[src/rtl/dcache_dm.sv]
// dcache_dm: direct-mapped, write-through data cache with one-word lines, byte ops and a refill FSM.
// Define DCACHE_FLUSH_EN to add the flush port and the sequential invalidate (FLUSH) state.
module dcache_dm #(
    parameter int         ADDR_WIDTH = 32,
    parameter int         LINES      = 32,
    parameter logic [4:0] STR_UOP    = 5'b01001,
    parameter logic [4:0] LDR_UOP    = 5'b01010,
    parameter logic [4:0] STRB_UOP   = 5'b01011,
    parameter logic [4:0] LDRB_UOP   = 5'b01100
) (
    input  logic                  clock,
    input  logic                  reset_n,
    input  logic                  req_valid,
    output logic                  req_ready,
    input  logic [4:0]            uop,
    input  logic [ADDR_WIDTH-1:0] addr,
    input  logic [31:0]           data_in,
    output logic                  resp_valid,
    output logic [31:0]           data_out,
    output logic                  mem_req_valid,
    input  logic                  mem_req_ready,
    output logic                  mem_we,
    output logic [ADDR_WIDTH-1:0] mem_addr,
    output logic [31:0]           mem_wdata,
    output logic [3:0]            mem_be,
    input  logic                  mem_resp_valid,
    input  logic [31:0]           mem_rdata
`ifdef DCACHE_FLUSH_EN
    ,
    input  logic                  flush
`endif
);
    localparam int INDEX_BITS = $clog2(LINES);
    localparam int TAG_BITS   = ADDR_WIDTH - INDEX_BITS - 2;

`ifdef DCACHE_FLUSH_EN
    typedef enum logic [2:0] {IDLE, MISS_REQ, MISS_WAIT, WR_REQ, RESP, FLUSH} state_t;
`else
    typedef enum logic [2:0] {IDLE, MISS_REQ, MISS_WAIT, WR_REQ, RESP} state_t;
`endif
    state_t state;

    logic [LINES-1:0]      valid_bits;
    logic [TAG_BITS-1:0]   tag_array  [LINES];
    logic [31:0]           data_array [LINES];

    logic [TAG_BITS-1:0]   req_tag, tag_q;
    logic [INDEX_BITS-1:0] req_index, index_q;
    logic [1:0]            req_lane, lane_q;
    logic                  byte_q;
    logic [31:0]           line_word;
    logic                  hit, accept, flush_req, is_store;
    logic [31:0]           st_wdata;
    logic [3:0]            st_be;
    logic                  arr_we;
    logic [INDEX_BITS-1:0] arr_index;
    logic [TAG_BITS-1:0]   arr_tag;
    logic [31:0]           arr_data;
`ifdef DCACHE_FLUSH_EN
    logic [INDEX_BITS-1:0] flush_idx;
`endif

    function automatic logic [31:0] load_result(input logic [31:0] word, input logic is_byte,
                                                input logic [1:0] lane);
        logic [31:0] r;
        if (is_byte) r = {24'd0, word[lane*8 +: 8]};
        else         r = word;
        return r;
    endfunction

    function automatic logic [31:0] store_merge(input logic [31:0] old_word, input logic [31:0] wdata,
                                                input logic [3:0] be);
        logic [31:0] r;
        for (int b = 0; b < 4; b++)
            r[b*8 +: 8] = be[b] ? wdata[b*8 +: 8] : old_word[b*8 +: 8];
        return r;
    endfunction

`ifdef DCACHE_FLUSH_EN
    assign flush_req = flush;
`else
    assign flush_req = 1'b0;
`endif

    assign req_tag   = addr[ADDR_WIDTH-1:INDEX_BITS+2];
    assign req_index = addr[INDEX_BITS+1:2];
    assign req_lane  = addr[1:0];
    assign line_word = data_array[req_index];
    assign hit       = valid_bits[req_index] && (tag_array[req_index] == req_tag);
    assign req_ready = reset_n && (state == IDLE) && !flush_req;
    assign accept    = req_valid && req_ready;
    assign is_store  = (uop == STR_UOP) || (uop == STRB_UOP);

    always_comb begin
        st_wdata = data_in;
        st_be    = 4'hF;
        if (uop == STRB_UOP) begin
            st_wdata = {4{data_in[7:0]}};
            st_be    = 4'b0001 << req_lane;
        end
    end

    // Array write port: store-hit merge at acceptance, or refill on the memory response.
    always_comb begin
        arr_we    = 1'b0;
        arr_index = req_index;
        arr_tag   = req_tag;
        arr_data  = store_merge(line_word, st_wdata, st_be);
        if (accept && is_store && hit) begin
            arr_we = 1'b1;
        end else if (state == MISS_WAIT && mem_resp_valid) begin
            arr_we    = 1'b1;
            arr_index = index_q;
            arr_tag   = tag_q;
            arr_data  = mem_rdata;
        end
    end

    always_ff @(posedge clock) begin
        if (arr_we) begin
            tag_array[arr_index]  <= arr_tag;
            data_array[arr_index] <= arr_data;
        end
    end

    always_ff @(posedge clock or negedge reset_n) begin
        if (!reset_n) begin
            state         <= IDLE;
            valid_bits    <= '0;
            resp_valid    <= 1'b0;
            data_out      <= '0;
            mem_req_valid <= 1'b0;
            mem_we        <= 1'b0;
            mem_addr      <= '0;
            mem_wdata     <= '0;
            mem_be        <= '0;
            tag_q         <= '0;
            index_q       <= '0;
            lane_q        <= '0;
            byte_q        <= 1'b0;
`ifdef DCACHE_FLUSH_EN
            flush_idx     <= '0;
`endif
        end else begin
            case (state)
                IDLE: begin
`ifdef DCACHE_FLUSH_EN
                    if (flush) begin
                        valid_bits[0] <= 1'b0;
                        flush_idx     <= INDEX_BITS'(1);
                        state         <= FLUSH;
                    end else
`endif
                    if (accept) begin
                        tag_q    <= req_tag;
                        index_q  <= req_index;
                        lane_q   <= req_lane;
                        byte_q   <= (uop == LDRB_UOP);
                        mem_addr <= {addr[ADDR_WIDTH-1:2], 2'b00};
                        case (uop)
                            LDR_UOP, LDRB_UOP: begin
                                if (hit) begin
                                    resp_valid <= 1'b1;
                                    data_out   <= load_result(line_word, uop == LDRB_UOP, req_lane);
                                    state      <= RESP;
                                end else begin
                                    mem_req_valid <= 1'b1;
                                    mem_we        <= 1'b0;
                                    mem_wdata     <= '0;
                                    mem_be        <= 4'h0;
                                    state         <= MISS_REQ;
                                end
                            end
                            STR_UOP, STRB_UOP: begin
                                mem_req_valid <= 1'b1;
                                mem_we        <= 1'b1;
                                mem_wdata     <= st_wdata;
                                mem_be        <= st_be;
                                state         <= WR_REQ;
                            end
                            default: begin
                                resp_valid <= 1'b1;
                                data_out   <= '0;
                                state      <= RESP;
                            end
                        endcase
                    end
                end
                MISS_REQ: begin
                    if (mem_req_ready) begin
                        mem_req_valid <= 1'b0;
                        state         <= MISS_WAIT;
                    end
                end
                MISS_WAIT: begin
                    if (mem_resp_valid) begin
                        valid_bits[index_q] <= 1'b1;
                        resp_valid          <= 1'b1;
                        data_out            <= load_result(mem_rdata, byte_q, lane_q);
                        state               <= RESP;
                    end
                end
                WR_REQ: begin
                    if (mem_req_ready) begin
                        mem_req_valid <= 1'b0;
                        resp_valid    <= 1'b1;
                        data_out      <= '0;
                        state         <= RESP;
                    end
                end
                RESP: begin
                    resp_valid <= 1'b0;
                    data_out   <= '0;
                    state      <= IDLE;
                end
`ifdef DCACHE_FLUSH_EN
                FLUSH: begin
                    valid_bits[flush_idx] <= 1'b0;
                    flush_idx             <= flush_idx + 1'b1;
                    if (flush_idx == INDEX_BITS'(LINES - 1)) state <= IDLE;
                end
`endif
                default: state <= IDLE;
            endcase
        end
    end
endmodule
[config.mk]
export PLATFORM = sky130hd
export DESIGN_NAME = dcache_dm
export DESIGN_NICKNAME = d
export VERILOG_FILES = /design/src/rtl/dcache_dm.sv
export SDC_FILE = /design/constraint.sdc
export NUM_CORES = 2
export LEC_CHECK = 0
export ABC_AREA = 1
export BUFFER_PORTS_ARGS = -buffer_cell sky130_fd_sc_hd__buf_2
export CAP_MARGIN = 20
export CORE_ASPECT_RATIO = 1.5
export CORE_MARGIN = 1
export CORE_UTILIZATION = 39
export CTS_CLUSTER_DIAMETER = 100
export DETAILED_ROUTE_END_ITERATION = 7
export GPL_TIMING_DRIVEN = 0
export PLACE_DENSITY = 0.6
export SYNTH_ARGS = -nofsm -noshare
export SYNTH_HDL_FRONTEND = slang
export SYNTH_SLANG_ARGS = --single-unit
[constraint.sdc]
create_clock -name clock -period 4.57 [get_ports clock]
set_input_delay 0.2285 -clock clock [delete_from_list [all_inputs] [get_ports clock]]
set_output_delay 0.2285 -clock clock [all_outputs]
set_load 0.1 [all_outputs]
## Word-level counts from Yosys, hierarchy flattened

Memory sizes are Yosys's and may differ from the RTL's.
Index checks and enable logic that the tools add are counted.

| word-level totals | value |
|---|---|
| word-level logic and storage cells | 114 |
| bits of input ports | 106 |
| memories kept | 2 |
| memory bits (writable) | 1,824 |
| register bits | 169 |
| output and inout port bits | 104 |

| cells by class | value |
|---|---|
| reductions and logical operators | 21 |
| equality and inequality tests | 19 |
| order comparisons | 3 |
| bitwise operators | 1 |
| shifts and indexed selects | 3 |
| multiplexer cells | 52 |

Memory list:

| name | words | width | rd ports | clocked after memory_dff | wr ports | RTL line | text |
|---|---|---|---|---|---|---|---|
| data_array | 32 | 32 | 1 | 0 | 1 | 45 | `logic [31:0] data_array [LINES];` |
| tag_array | 32 | 25 | 1 | 0 | 1 | 44 | `logic [TAG_BITS-1:0] tag_array [LINES];` |

Operators with widths:

| cell | number |
|---|---|
| 32-bit 2-to-1 mux | 10 |
| 32-bit case mux with 2 select lines | 2 |
| 32-bit case mux with 4 select lines | 1 |
| 32-bit by 6-bit variable part select with 8-bit output | 2 |
| 25-bit 2-to-1 mux | 2 |
| 8-bit 2-to-1 mux | 4 |
| 32-bit OR | 1 |
| 25-bit == test | 1 |
| 5-bit by 4-bit == test with 1-bit output, second input constant | 4 |
| 3-bit 2-to-1 mux | 5 |
| 1-bit 2-to-1 mux | 14 |
| 5-bit by 6-bit less-than comparator with 1-bit output, second input constant | 2 |
| 2-bit inequality test, second input constant | 6 |
| 3-bit case mux with 4 select lines | 1 |
| 5-bit 2-to-1 mux | 2 |
| 4-bit 2-to-1 mux | 2 |
| 1-bit case mux with 2 select lines | 4 |
| 4-bit case mux with 2 select lines | 1 |
| 4-bit AND reduction | 2 |
| 1-bit logical AND | 7 |
| 3-bit by 2-bit == test with 1-bit output, second input constant | 2 |
| 3-bit inequality test, second input constant | 2 |
| 3-bit case mux with 2 select lines | 1 |
| 6-bit AND reduction | 1 |
| 16 further kinds | 20 |

## Depth between registers and ports, before layout

| depth | value |
|---|---|
| depth in word-level cells | 8 |
| gate-level depth with buffers | 24 |
| depth with buffers taken out | 20 |

## Least setup slack after synthesis

No wires, ideal clock.

| timing | value |
|---|---|
| path kind | register to register |
| start point | reg state[1] |
| end point | mem data_array[0][0] (enable) |
| data required time | 4,098 ps |
| buffers on the path | 0 |
| arrival time | 5,708 ps |
| cell stages (with the launch flop) | 12 |
| path slack | -1,610 ps |
| cell sequence | dfrtp_1 nor2_1 inv_2 nor2_2 inv_1 nor2_1 nand2_2 nor2_1 inv_1 o21ai_2 nand2_1 nor2_1 |

| between the ends | value |
|---|---|
| word-level cells in the longest chain between the ends | 8 |

RTL lines:

| item | RTL line | text |
|---|---|---|
| start, declared | 41 | `state_t state;` |
| start signal, assigned | 128 | `state <= IDLE;` |
| start signal, assigned | 165 | `state <= RESP;` |
| start signal, assigned | 171 | `state <= MISS_REQ;` |
| 3-bit zero test (*) | 90 | `assign req_ready = reset_n && (state == IDLE) && !flush_req;` |
| 1-bit logical AND (*) | 90 |  |
| net req_ready | 14 | `output logic req_ready,` |
| 1-bit logical AND (*) | 91 | `assign accept = req_valid && req_ready;` |
| 1-bit logical AND (*) (2 in series) | 109 | `if (accept && is_store && hit) begin` |
| 1-bit 2-to-1 mux | 109 |  |
| 1-bit 2-to-1 mux | 120 | `if (arr_we) begin` |
| 1-bit 2-to-1 mux (not written as such) | 122 | `data_array[arr_index] <= arr_data;` |
| end, declared | 45 |  |

Mark *: on every way through the listed nets, which the timed path passes. The rest lies on a longest branch.

## Worst setup path after layout

| timing | value |
|---|---|
| start point | in addr[4] |
| end point | mem tag_array[0][23] (netlist name) (enable) |

| between the ends | value |
|---|---|
| word-level cells in the longest chain between the ends | 7 |

RTL lines:

| item | RTL line | text |
|---|---|---|
| start, declared | 16 | `input logic [ADDR_WIDTH-1:0] addr,` |
| memory 32 x 25 bit or 1-bit binary-select mux with 5-bit select (tied branches) | -- |  |
| 25-bit == test or 1-bit 2-to-1 mux (tied branches) | 89 | `assign hit = valid_bits[req_index] && (tag_array[req_index] == req_tag);` |
| 1-bit logical AND | 89 |  |
| 1-bit logical AND | 109 |  |
| 1-bit 2-to-1 mux | 109 |  |
| 1-bit 2-to-1 mux | 120 |  |
| 1-bit 2-to-1 mux (not written as such) | 121 | `tag_array[arr_index] <= arr_tag;` |
| end, declared | 44 |  |

Several ways; a longest one is shown, not always the timed one. The select of a mux whose other input is x is not followed.

==> impl_metrics.csv <==
group,metric,value,unit
worst_setup_path,cp-start-kind,"input pin",
final_layout,final_core_util,0.4708,
sta,hold_ws,0.05041,ns
floorplanning,die_h,556.8,um
sta,worst_slew_pin_slew,1.299,ns
global_routing,grt_max_degree,89,
worst_setup_path,timing.rr.start,"state[2]",
floorplanning,die_w,371.9,um
clock_tree,clk_latency,0.87,ns
floorplanning,start_util,0.3924,
worst_setup_path,regToRegSetupSlack,0.14,ns
sta,clock_skew,0.04202,ns
yosys,synth_seq_cells,1963,
placed_design,place_congestion,0.9481,
detailed_routing,wl,316.9,mm
yosys,syn-cell-area,80040,um2
yosys,synthFlopType,"edfxtp_1",
worst_setup_path,worstPathCellList,"buf_2, inv_2, buf_2, buf_2, buf_2, buf_2, buf_1, nand2_1, o21ai_0, nand3_1, nor2_4, buf_12, buf_12, buf_12",
yosys,synth_area_leaders,"edfxtp_1 (68%), nand2_1 (6.9%), nand3_1 (5.5%)",
final_layout,drive_gt1_frac,0.1361,
sta,setup_ws,-0.02569,ns
detailed_routing,drtIter0Drc,8536,
power,max-vdd-ir-drop,522.6,uV
power,p_leak,34.15,nW
sta,rsz0062_at_grt,"false",
clock_tree,clock_path_buffers,3,
sta,fin_crit_sh,1.006,
worst_setup_path,crit_type,"input pin to register",
hold_path,worst_hold_path.num_cells,8,
outcome,status,"finished, violations left",
power,p_switching,13.55,mW
final_layout,final_net_count,7489,
hold_path,hold_path_class,"input pin to register",
worst_setup_path,arrival,5.12,ns
floorplanning,rows,203,
worst_setup_path,critical_path.slowest_cell,"buf_1",
sta,hold_violations,0,
final_layout,area_growth_syn_to_layout,19.97,%
clock_tree,root_buffer,"clkbuf_16",
placed_design,pre_cts_ws,-1.513,ns
power,p_int,31.01,mW
worst_setup_path,crit_fanout,17,
floorplanning,ios,210,
yosys,avgSynthCellArea,12.03,um2
detailed_routing,wire_per_inst,31.06,um
sta,min_period,4.596,ns
yosys,synth_edf_count,1824,
detailed_routing,drc,0,
yosys,syn_inst,6652,
floorplanning,fp.dieArea,207100,um2
yosys,synthDistinctLibCells,34,
placed_design,hpwl,217.0,mm
global_routing,antenna_found_initial,6,
power,power_density,464.0,nW/um2
worst_setup_path,crit_required,5.10,ns
worst_setup_path,crit_buf_inv,10,
clock_tree,cts_buffers,189,
outcome,violations,"negative setup slack",
yosys,async_flop_share,0.07081,
clock_tree,h-tree-depth,4,
detailed_routing,routed-via-count,61080,
worst_setup_path,cpMostUsedCell,"buf_2",
worst_setup_path,reg2reg_to,"data_array[31][8]",
yosys,ys_seq_area_frac,0.7278,
detailed_routing,ant_nets,0,
global_routing,grt_usage,0.3010,
sta,slew_violations,0,
worst_setup_path,cpPeakStageDelay,0.69,ns
yosys,synth-warning-count,0,
sta,slew_headroom,0.1249,
hold_path,hold_path_end,"mem_be[3]",
global_routing,grt_overflow,0,
yosys,netlist.area_leader.share,0.6843,
placed_design,port_buffers,204,
clock_tree,clk_pin_slew,0.06,ns
global_routing,grt_pass1_vias,59750,
hold_path,hp-start,"uop[2]",
power,switching_share,0.3041,
power,combPwrFrac,0.175,
clock_tree,cts_sinks,1963,
sta,fmax,217.6,MHz
global_routing,grt_first_pass_wirelength,439.4,mm
yosys,synth_top_cell_by_area,"edfxtp_1",
floorplanning,core_region_area,204000,um2
worst_setup_path,crit_family,"buffers and inverters",
detailed_routing,dr.pass1.iters,8,
sta,setup_viol,29,
power,clkPwrFrac,0.355,
detailed_routing,viasPerCell,5.986,
flow_run,drv_cap,0,
worst_setup_path,crit_path_end_kind,"register",
power,seqPwrFrac,0.470,
clock_tree,cts_tree,"built",
worst_setup_path,rr_worst_depth,10,
final_layout,fillers,18120,
## cells in the mapped netlist (3+ instances only)
master       n
o22ai_1     73
buf_6       34
buf_2      157
o221ai_1   192
clkbuf_1   184
nand3_1    878
a31oi_1     11
o21bai_1    16
nor2_1     625
nor2_2       3
nand3b_1    13
a21oi_1     35
o21ai_1     18
o211ai_1    37
a221oi_1     7
edfxtp_1  1824
o21ai_0    728
buf_1       38
buf_4       34
inv_2        6
nand2_1   1474
clkinv_1     4
dfrtp_1    139
and2_1      10
inv_1      100
## tightest hold or removal path, delay by kind of cell
family | cells | cell delay [ns]
and+or+nand+nor | 5 | 0.35
AOI/OAI and AO/OA | 1 | 0.09
buffers and inverters | 2 | 0.19
## flip-flops by register name (all words and copies together), names as in the netlist
signal         count
mem_addr           1
mem_wdata         32
data_array      1024
state              3
tag_array        800
byte_q             1
lane_q             2
index_q            4
mem_we             1
mem_be             4
resp_valid         1
mem_req_valid      1
valid_bits        32
tag_q             25
data_out          32
## metal layers
metal | GRT usage | part of all wire | vias up
li1 | - | - | 25540
met3 | 0.05908 | 0.11 | 1106
met2 | 0.4959 | 0.47 | 4335
met4 | 0.2123 | 0.082 | 2
met1 | 0.3515 | 0.34 | 30090
met5 | 0 | 0.000032 | -
## worst max-delay path by stage
| stage | cells past startpoint | end | slack [ns] | startpoint |
|---|---|---|---|---|
| global placement | 9 | tag_array[8][3] | -3.78 | reset_n |
| global route | 15 | tag_array[28][21] | 0.02 | reset_n |
| finish | 14 | tag_array[0][23] | -0.03 | addr[4] |
| floorplan | 11 | data_array[12][0] | 0.24 | state[1] |
| CTS | 19 | tag_array[6][24] | 0.02 | addr[4] |
| detailed placement | 14 | tag_array[28][23] | -1.51 | addr[5] |
## stage by stage
step                cells  cell area [um2]  setup TNS, ns  power, mW
floorplan            6653            80290              0      26.02
global route        10200            96010              0      45.48
finish              10200            96020        -0.3096      44.56
detailed placement   9689            88270       -2065.83      28.81
CTS                 10190            95900              0      44.31
global placement     9522            84640              -      28.46
## cell type report
cell class	count	area [um2]	area share
Antenna cell	5	12.51	0.0001303
Buffer	446	2272	0.02366
Clock buffer	232	4975	0.05181
Clock inverter	109	1066	0.01110
Inverter	110	412.9	0.004300
Multi-Input combinational cell	4136	19730	0.2054
Sequential cell	1963	58250	0.6066
Tap cell	2665	3334	0.03473
Timing Repair Buffer	537	5974	0.06222
## power by group through the flow
| stage | Combinational (mW) | Clock (mW) | Sequential (mW) |
|---|---|---|---|
| after global placement | 7.04 | 0 | 21.4 |
| after detailed placement | 7.53 | 0 | 21.3 |
| after CTS | 7.65 | 15.7 | 20.9 |
| after global routing | 8.10 | 16.4 | 21.0 |
| after floorplan | 2.47 | 0 | 23.6 |
| final | 7.82 | 15.8 | 20.9 |
## what timing repair did
| item | CTS | global route |
|---|---|---|
| endpoints found under the hold margin | 501 | 0 |
| resized for setup | 6 | 12 |
| setup endpoints to repair | 1057 | 1376 |
| pin swaps | 31 | 3 |
| gates cloned | 1 | 2 |
| hold buffers | 107 | 0 |
| setup buffers | 56 | 1 |
## cells by family after synthesis
group,after synthesis,share of synthesized area
AO/OA/AOI/OAI,1119,0.08235
XOR/XNOR,2,0.0002189
buffers and inverters,557,0.03336
flip-flops,1963,0.7278
other,1,0.00004685
AND/OR/NAND/NOR,3010,0.1562
## layout by cell type (no fill, tap or decap), types with 7 or more instances in the layout
cell and instances:
buf_6 37, o21ai_0 679, o21ai_2 49, buf_1 33
o22ai_1 73, buf_8 49, o21ai_1 18, nor2_4 32
a221oi_1 7, a31oi_4 7, nand3b_1 13, a21oi_1 35
nor2_1 590, clkbuf_1 220, edfxtp_1 1824, o21bai_1 16
clkinv_1 57, buf_16 34, clkbuf_16 192, and2_1 10
dfrtp_1 139, clkinv_2 25, nand3_1 877, buf_2 362
buf_4 86, o211ai_1 37, bufinv_16 21, nand2_1 1470
inv_1 100, o221ai_1 192, buf_12 90, dlygate4sd3_1 106
Power figures use the tool's default switching activity.
